`config.mk`:
```
export PLATFORM = sky130hd
export DESIGN_NAME = l2_tlb_ram_arbiter
export DESIGN_NICKNAME = d
export VERILOG_FILES = /design/src/rtl/l2_tlb_ram_arbiter.sv
export SDC_FILE = /design/constraint.sdc
export NUM_CORES = 1
export LEC_CHECK = 0
export CAP_MARGIN = 10
export CORE_UTILIZATION = 26
export DETAILED_ROUTE_END_ITERATION = 8
export GPL_TIMING_DRIVEN = 0
export HOLD_SLACK_MARGIN = 0.08
export PLACE_DENSITY = 0.8
export SLEW_MARGIN = 20
export SYNTH_ARGS = -nofsm -noshare
export SYNTH_HDL_FRONTEND = slang
export SYNTH_SLANG_ARGS = --single-unit
export TNS_END_PERCENT = 1
```
`constraint.sdc`:
```
create_clock -name clock -period 2.5 [get_ports clock]
set_input_delay 0.25 -clock clock [delete_from_list [all_inputs] [get_ports clock]]
set_output_delay 0.25 -clock clock [all_outputs]
set_load 0.02 [all_outputs]
```
`src/rtl/l2_tlb_ram_arbiter.sv`:
```
// Single owner of the single-port L2 TLB data RAM: arbitrates PTW lookup reads,
// refill writes and a full-array flush sweep onto one RW port.
module l2_tlb_ram_arbiter #(
  parameter int unsigned DEPTH        = 512,
  parameter int unsigned AW           = $clog2(DEPTH),
  parameter int unsigned DW           = 45,
  parameter int unsigned STARVE_LIMIT = 4
) (
  input  logic          clock,
  input  logic          reset_n,
  // lookup port
  input  logic          lkp_valid,
  output logic          lkp_ready,
  input  logic [AW-1:0] lkp_addr,
  output logic          lkp_resp_valid,
  output logic [DW-1:0] lkp_resp_data,
  // refill port
  input  logic          ref_valid,
  output logic          ref_ready,
  input  logic [AW-1:0] ref_addr,
  input  logic [DW-1:0] ref_data,
  // flush control
  input  logic          flush_req,
  output logic          flush_busy,
  output logic          flush_done,
  // RAM macro port
  output logic [AW-1:0] ram_addr,
  output logic          ram_en,
  output logic          ram_wmode,
  output logic [DW-1:0] ram_wdata,
  input  logic [DW-1:0] ram_rdata
);

  localparam int unsigned SW = $clog2(STARVE_LIMIT + 1);

  localparam logic [1:0] StIdle  = 2'd0;
  localparam logic [1:0] StSweep = 2'd1;
  localparam logic [1:0] StDone  = 2'd2;

  localparam logic [AW-1:0] LastAddr  = AW'(DEPTH - 1);
  localparam logic [SW-1:0] StarveMax = SW'(STARVE_LIMIT);

  logic [1:0]    state_q, state_d;
  logic [AW-1:0] sweep_cnt_q, sweep_cnt_d;
  logic [SW-1:0] starve_q, starve_d;
  logic          flush_pending_q, flush_pending_d;
  logic          resp_valid_q;
  logic          lkp_grant, ref_grant;

  always_comb begin
    state_d         = state_q;
    sweep_cnt_d     = sweep_cnt_q;
    starve_d        = starve_q;
    flush_pending_d = flush_pending_q;
    lkp_grant       = 1'b0;
    ref_grant       = 1'b0;
    flush_busy      = 1'b0;
    flush_done      = 1'b0;
    ram_en          = 1'b0;
    ram_wmode       = 1'b0;
    ram_addr        = '0;
    ram_wdata       = '0;

    case (state_q)
      StIdle: begin
        if (flush_req || flush_pending_q) begin
          // Flush pre-empts arbitration: nothing is granted in this cycle.
          state_d         = StSweep;
          sweep_cnt_d     = '0;
          flush_pending_d = 1'b0;
        end else if (reset_n) begin
          // Grants are gated by reset so the RAM port stays quiet while it is held.
          if (ref_valid && !(lkp_valid && (starve_q == StarveMax))) begin
            ref_grant = 1'b1;
          end else if (lkp_valid) begin
            lkp_grant = 1'b1;
          end

          if (!lkp_valid || lkp_grant) begin
            starve_d = '0;
          end else if (ref_grant) begin
            starve_d = starve_q + SW'(1);
          end
        end
      end

      StSweep: begin
        flush_busy = 1'b1;
        ram_en     = 1'b1;
        ram_wmode  = 1'b1;
        ram_addr   = sweep_cnt_q;
        if (flush_req) begin
          flush_pending_d = 1'b1;
        end
        if (sweep_cnt_q == LastAddr) begin
          state_d = StDone;
        end else begin
          sweep_cnt_d = sweep_cnt_q + AW'(1);
        end
      end

      StDone: begin
        flush_busy = 1'b1;
        flush_done = 1'b1;
        if (flush_req) begin
          flush_pending_d = 1'b1;
        end
        state_d = StIdle;
      end

      default: state_d = StIdle;
    endcase

    if (ref_grant) begin
      ram_en    = 1'b1;
      ram_wmode = 1'b1;
      ram_addr  = ref_addr;
      ram_wdata = ref_data;
    end else if (lkp_grant) begin
      ram_en    = 1'b1;
      ram_wmode = 1'b0;
      ram_addr  = lkp_addr;
    end
  end

  always_ff @(posedge clock or negedge reset_n) begin
    if (!reset_n) begin
      state_q         <= StIdle;
      sweep_cnt_q     <= '0;
      starve_q        <= '0;
      flush_pending_q <= 1'b0;
      resp_valid_q    <= 1'b0;
    end else begin
      state_q         <= state_d;
      sweep_cnt_q     <= sweep_cnt_d;
      starve_q        <= starve_d;
      flush_pending_q <= flush_pending_d;
      resp_valid_q    <= lkp_grant;
    end
  end

  assign lkp_ready      = lkp_grant;
  assign ref_ready      = ref_grant;
  assign lkp_resp_valid = resp_valid_q;
  // The RAM read register already provides the one-cycle latency.
  assign lkp_resp_data  = ram_rdata;

endmodule
```
After elaboration in Yosys (flattened, before gate mapping)
Index checks and enable logic that the tools add are counted.

Bits in registers: 16. Input port bits: 113. Output and inout port bits: 106. Logic and storage cells: 68.

Add/subtract/negate cells: 2. Equal/unequal tests: 8. Muxes and demuxes: 37. Bitwise logic cells: 1. Reduce and logical (&&, ||, !) cells: 15.

Operators by type and width (count): $mux W45 (1); $mux W9 (5); $mux W1 (24); $pmux W9 S2 (1); $add A9 B1 Y9 const B (1); $eq A9 B9 Y1 const B (1); $mux W3 (2); $ne A2 B2 Y1 const B (3); $reduce_and A3 Y1 (2); $reduce_bool A2 Y1 (3); $mux W2 (2); $pmux W2 S2 (1); $reduce_and A4 Y1 (1); $add A3 B1 Y3 const B (1); $eq A3 B3 Y1 const B (1); $eq A2 B1 Y1 const B (1); $eq A2 B2 Y1 const B (1); $logic_and A1 B1 Y1 (2); $logic_not A1 Y1 (2); $logic_not A2 Y1 (1); $logic_or A1 B1 Y1 (2); $ne A2 B1 Y1 const B (1); $pmux W1 S2 (1); $reduce_and A2 Y1 (1); other kinds (2) (2).

Longest topological paths before layout
Depth after elaboration: 13. Mapped depth: 8. Mapped depth without buffers: 8.

Worst setup path after synthesis
Ideal clock, no wire load.

Kind: flip-flop to output port. Start: register state_q[0]. End: output ram_addr[2]. Arrival time: 1.828 ns. Required time: 2.250 ns. Slack: 0.422 ns. Stages on the path, launching flop included: 8. Buffers on the path: 1. Path through: dfrtp_1 > inv_1 > ha_1 > and4bb_2 > o211ai_1 > clkbuf_1 > a32oi_1 > a21oi_1.

Longest elaborated chain between the ends: 4. Elaborated cells on any way between the ends: 7. Those cells by class: eq/ne (1); mux (5); reduce/logical (1).

RTL lines: start, declared (RTL line 43) `logic [1:0] state_q, state_d;`; start signal, assigned (RTL line 128) `state_q <= StIdle;`; start signal, assigned (RTL line 134) `state_q <= state_d;`; $eq A2 B1 Y1 / $logic_not A2 Y1 (equally long branches) (RTL line 64) `case (state_q)`; $mux W9 / $mux W1 (equally long branches) (RTL line 64); $mux W9 (RTL line 119) `end else if (lkp_grant) begin`; $mux W9 (*) (RTL line 114) `if (ref_grant) begin`; end, declared (RTL line 27) `output logic [AW-1:0] ram_addr,`.

Mark *: on every way between the ends. The rest lies on a longest branch, timed or not.

Final worst setup path
Start: register state_q[1]. End: output ram_en.

Longest elaborated chain between the ends: 4. Elaborated cells on any way between the ends: 7. Those cells by class: eq/ne (1); mux (5); reduce/logical (1).

RTL lines: $eq A2 B1 Y1 / $logic_not A2 Y1 (equally long branches) (RTL line 64); $mux W1 (RTL line 64); $mux W1 (RTL line 119); $mux W1 (*) (RTL line 114); end, declared (RTL line 28) `output logic ram_en,`.

Marks and branches as above.

==> out/qor.csv <==
stage,metric,value,unit
routing,num_vias,2219,
placed_design,hpwl,6.33,mm
power_and_ir_drop,power_density,481,nW/um^2
synthesis,synth-warning-count,0,
sta,worst_slew_pin_slew,0.760,ns
die,core_area,6420,um^2
hold_path,hp-class,in2reg,
critical_path,crit_chain,"inv_2, ha_4, and4bb_2, nand3_1, inv_1, buf_4, or3_1, clkdlybuf4s15_1",
global_routing,grt_pass1_vias,2312,
cts,numCtsBuffers,3,
critical_path,rrSetupSlack,0.31,ns
routing,vias_per_cell,4.59,
power_and_ir_drop,p_comb_share,62.9,%
synthesis,synth_common_cells,"47 x and2_1, 45 x buf_4, 17 x a21oi_1",
synthesis,synth-seq-cells,16,
placed_design,gp_congestion,0.769,
cts,cts_max_level,1,
power_and_ir_drop,leakagePower,1.70,nW
routing,drc_errors,22,
status,outcome,finished with violations,
sta,min_period,2.40,ns
synthesis,synth_edf_count,0,
die,fp.dieW,84.2,um
routing,ant_nets,0,
synthesis,ys_types,29,
critical_path,path_buf_inv,4,
die,start_util,27.4,%
routing,wl_per_cell,15.7,um
die,dieHeight,84.2,um
synthesis,ys_seq_area_share,22.8,%
critical_path,critPathTopFamily,simple AND/OR/NAND/NOR gates,
placed_design,port_buffers,173,
sta,period_share,96.1,%
synthesis,synth.avg_cell_area,7.71,um^2
cts,clock_latency,0.25,ns
power_and_ir_drop,power_switching,0.708,mW
sta,finClkSkew,0.00314,ns
status,violations,design-rule violations,
finish,antenna_cells,0,
global_routing,antenna_found_initial,0,
sta,finalSetupViolations,0,
synthesis,synthesis.nets,348,
power_and_ir_drop,ir_drop,0.195,mV
synthesis,synth_xor_area_share,0.498,%
synthesis,synth_compound_area_share,15.6,%
synthesis,ys_top_cells_by_area,"dfrtp_1 23%, buf_4 19%, and2_1 17%, ha_1 5.0%, a21oi_1 4.8%",
die,io_pins,219,
critical_path,required,2.25,ns
synthesis,synthAdderAreaFrac,4.98,%
cts,cts_sinks,16,
cts,cts_buffer_depth,2,
synthesis,synthMuxAreaShare,1.28,%
global_routing,globalRouteOverflowTotal,0,
critical_path,crit_type,reg2out,
sta,rsz0062_at_grt,true,
power_and_ir_drop,clock_power_share,13.7,%
sta,hold_violations,0,
die,rows,29,
finish,drive_above_1_share,27.1,%
critical_path,critPathCaptureType,output port,
synthesis,yosys.area.top_type_share,22.8,%
global_routing,grtUsageTotal,21.8,%
critical_path,max_stage_delay,0.39,ns
finish,stdcell_count,483,
synthesis,synth_area,1760,um^2
sta,report.final.slew_viol_count,0,
cts,clk_pin_slew,0.06,ns
global_routing,grt_max_degree,17,
finish,syn_to_final_growth,103,%
synthesis,synth_most_common_cell,and2_1,
routing,dr.pass1.iters,6,
sta,slew-limit-headroom,49.2,%
critical_path,cp-start-kind,flip-flop,
synthesis,synth_top_family_by_area,simple AND/OR/NAND/NOR gates,
cts,cts-root-buf,clkbuf_8,
routing,routed_wl,7.60,mm
sta,max_freq,416,MHz
critical_path,cp_max_fo,10,
critical_path,slowest_stage,dfrtp_1,
synthesis,yosysTopAreaCell,dfrtp_1,
routing,drt_iter0_drc,142,
synthesis,async_flop_share,100,%
power_and_ir_drop,switching_share,41.2,%
synthesis,synth-simple-area-share,31.0,%
placed_design,place_ws,-0.970,ns
sta,setup_ws,0.0975,ns
synthesis,ys_dominant_reg_cell,dfrtp_1,
placed_design,dp_cells,478,
die,die-area,7090,um^2
critical_path,crit_arrival,2.15,ns
global_routing,grt_pass1_wl,12.0,mm
finish,final_util,55.6,%
flow_run,maxCapViolations,0,
synthesis,synthCells,228,
cts,cts_tree,done,
finish,nNetsFinal,527,
power_and_ir_drop,intPower,1.01,mW
power_and_ir_drop,power_frac_seq,23.4,%
-- metal layers --
| metal | vias up | routed length, um | track usage, % |
|---|---|---|---|
| met5 | - | 0 | 0 |
| met4 | 0 | 36 | 2.82 |
| met3 | 5 | 766 | 6.49 |
| met2 | 128 | 4170 | 42.9 |
| met1 | 1013 | 2630 | 23.3 |
| li1 | 1073 | - | - |
-- logic make-up after synthesis --
group / count (synthesis)
simple gates: 93
buf+inv: 66
compound gates: 43
flops: 16
fa+ha+maj: 7
mux: 2
xor+xnor: 1
-- repair_timing --
| item | CTS | global route |
|---|---|---|
| endpoints found under the setup margin | 58 | 54 |
| hold endpoints to repair | 16 | 0 |
| hold buffers | 1 | 0 |
| resized for setup | 156 | 36 |
| setup buffers | 0 | 1 |
-- sequential cells by signal (all words and copies together), names as in the netlist --
register / cells
flush_pending_q: 1
sweep_cnt_q: 9
starve_q: 3
lkp_resp_valid: 1
state_q: 2
-- placed cells by master (no fill, tap or decap), types with 2 or more instances in the layout --
cell / instances
clkdlybuf4s50_1: 114
clkbuf_4: 3
and2_1: 46
or3_1: 7
ha_1: 6
dfrtp_1: 16
clkdlybuf4s15_2: 15
mux2_2: 2
nor2_1: 16
buf_2: 26
a22o_1: 5
dlygate4sd2_1: 14
clkbuf_2: 2
a21oi_1: 17
inv_2: 2
inv_1: 8
clkdlybuf4s15_1: 5
nand2_1: 10
a32oi_1: 9
o21ai_0: 9
buf_4: 50
nand3_1: 4
clkbuf_8: 4
-- power groups by stage --
| stage | clock, mW | sequential, mW | combinational [mW] |
|---|---|---|---|
| floorplan | 0 | 0.387 | 0.649 |
| global placement | 0 | 0.399 | 1.09 |
| detailed placement | 0 | 0.405 | 1.11 |
| CTS | 0.235 | 0.399 | 1.10 |
| global route | 0.251 | 0.416 | 1.18 |
| finish | 0.235 | 0.403 | 1.08 |
-- cell type report --
cell class,count,area (um^2)
Multi-Input combinational cell,146,951
Tap cell,77,96.3
Sequential cell,16,400
Timing Repair Buffer,175,1630
Buffer,55,405
Clock buffer,4,55.1
Inverter,10,37.5
Fill cell,624,2850
-- through the flow --
step           area, um^2  power (mW)  hold slack, ns  TNS, ns
2_1_floorplan        1760        1.04         -0.0456        0
3_3_place_gp         3590        1.49           0.513   -47.31
3_5_place_dp         3590        1.52           0.541   -50.04
4_1_cts              3700        1.74           0.453        0
5_1_grt              3570        1.85           0.490  -0.0354
6_report             3570        1.72           0.458        0
-- worst paths after layout --
check | start | end | cells past startpoint
setup / recovery | state_q[1]$_DFFE_PN0P_ | ram_en | 8
hold / removal | reset_n | starve_q[2]$_DFFE_PN0P_ | 4
setup reg to reg | sweep_cnt_q[0]$_DFFE_PN0P_ | sweep_cnt_q[3]$_DFFE_PN0P_ | 8
hold reg to reg | starve_q[2]$_DFFE_PN0P_ | starve_q[2]$_DFFE_PN0P_ | 2
max in group asynchronous | reset_n | sweep_cnt_q[8]$_DFFE_PN0P_ | 2
min in group asynchronous | reset_n | sweep_cnt_q[3]$_DFFE_PN0P_ | 2
-- worst register-to-register path: cells and delay by family (launching register included) --
kind / cells / cell delay, ns
compound gates: 1 / 0.14
fa+ha+maj: 2 / 0.50
flops: 1 / 0.44
simple gates: 5 / 1.04
Note: power is estimated with default switching activity, not from simulation.
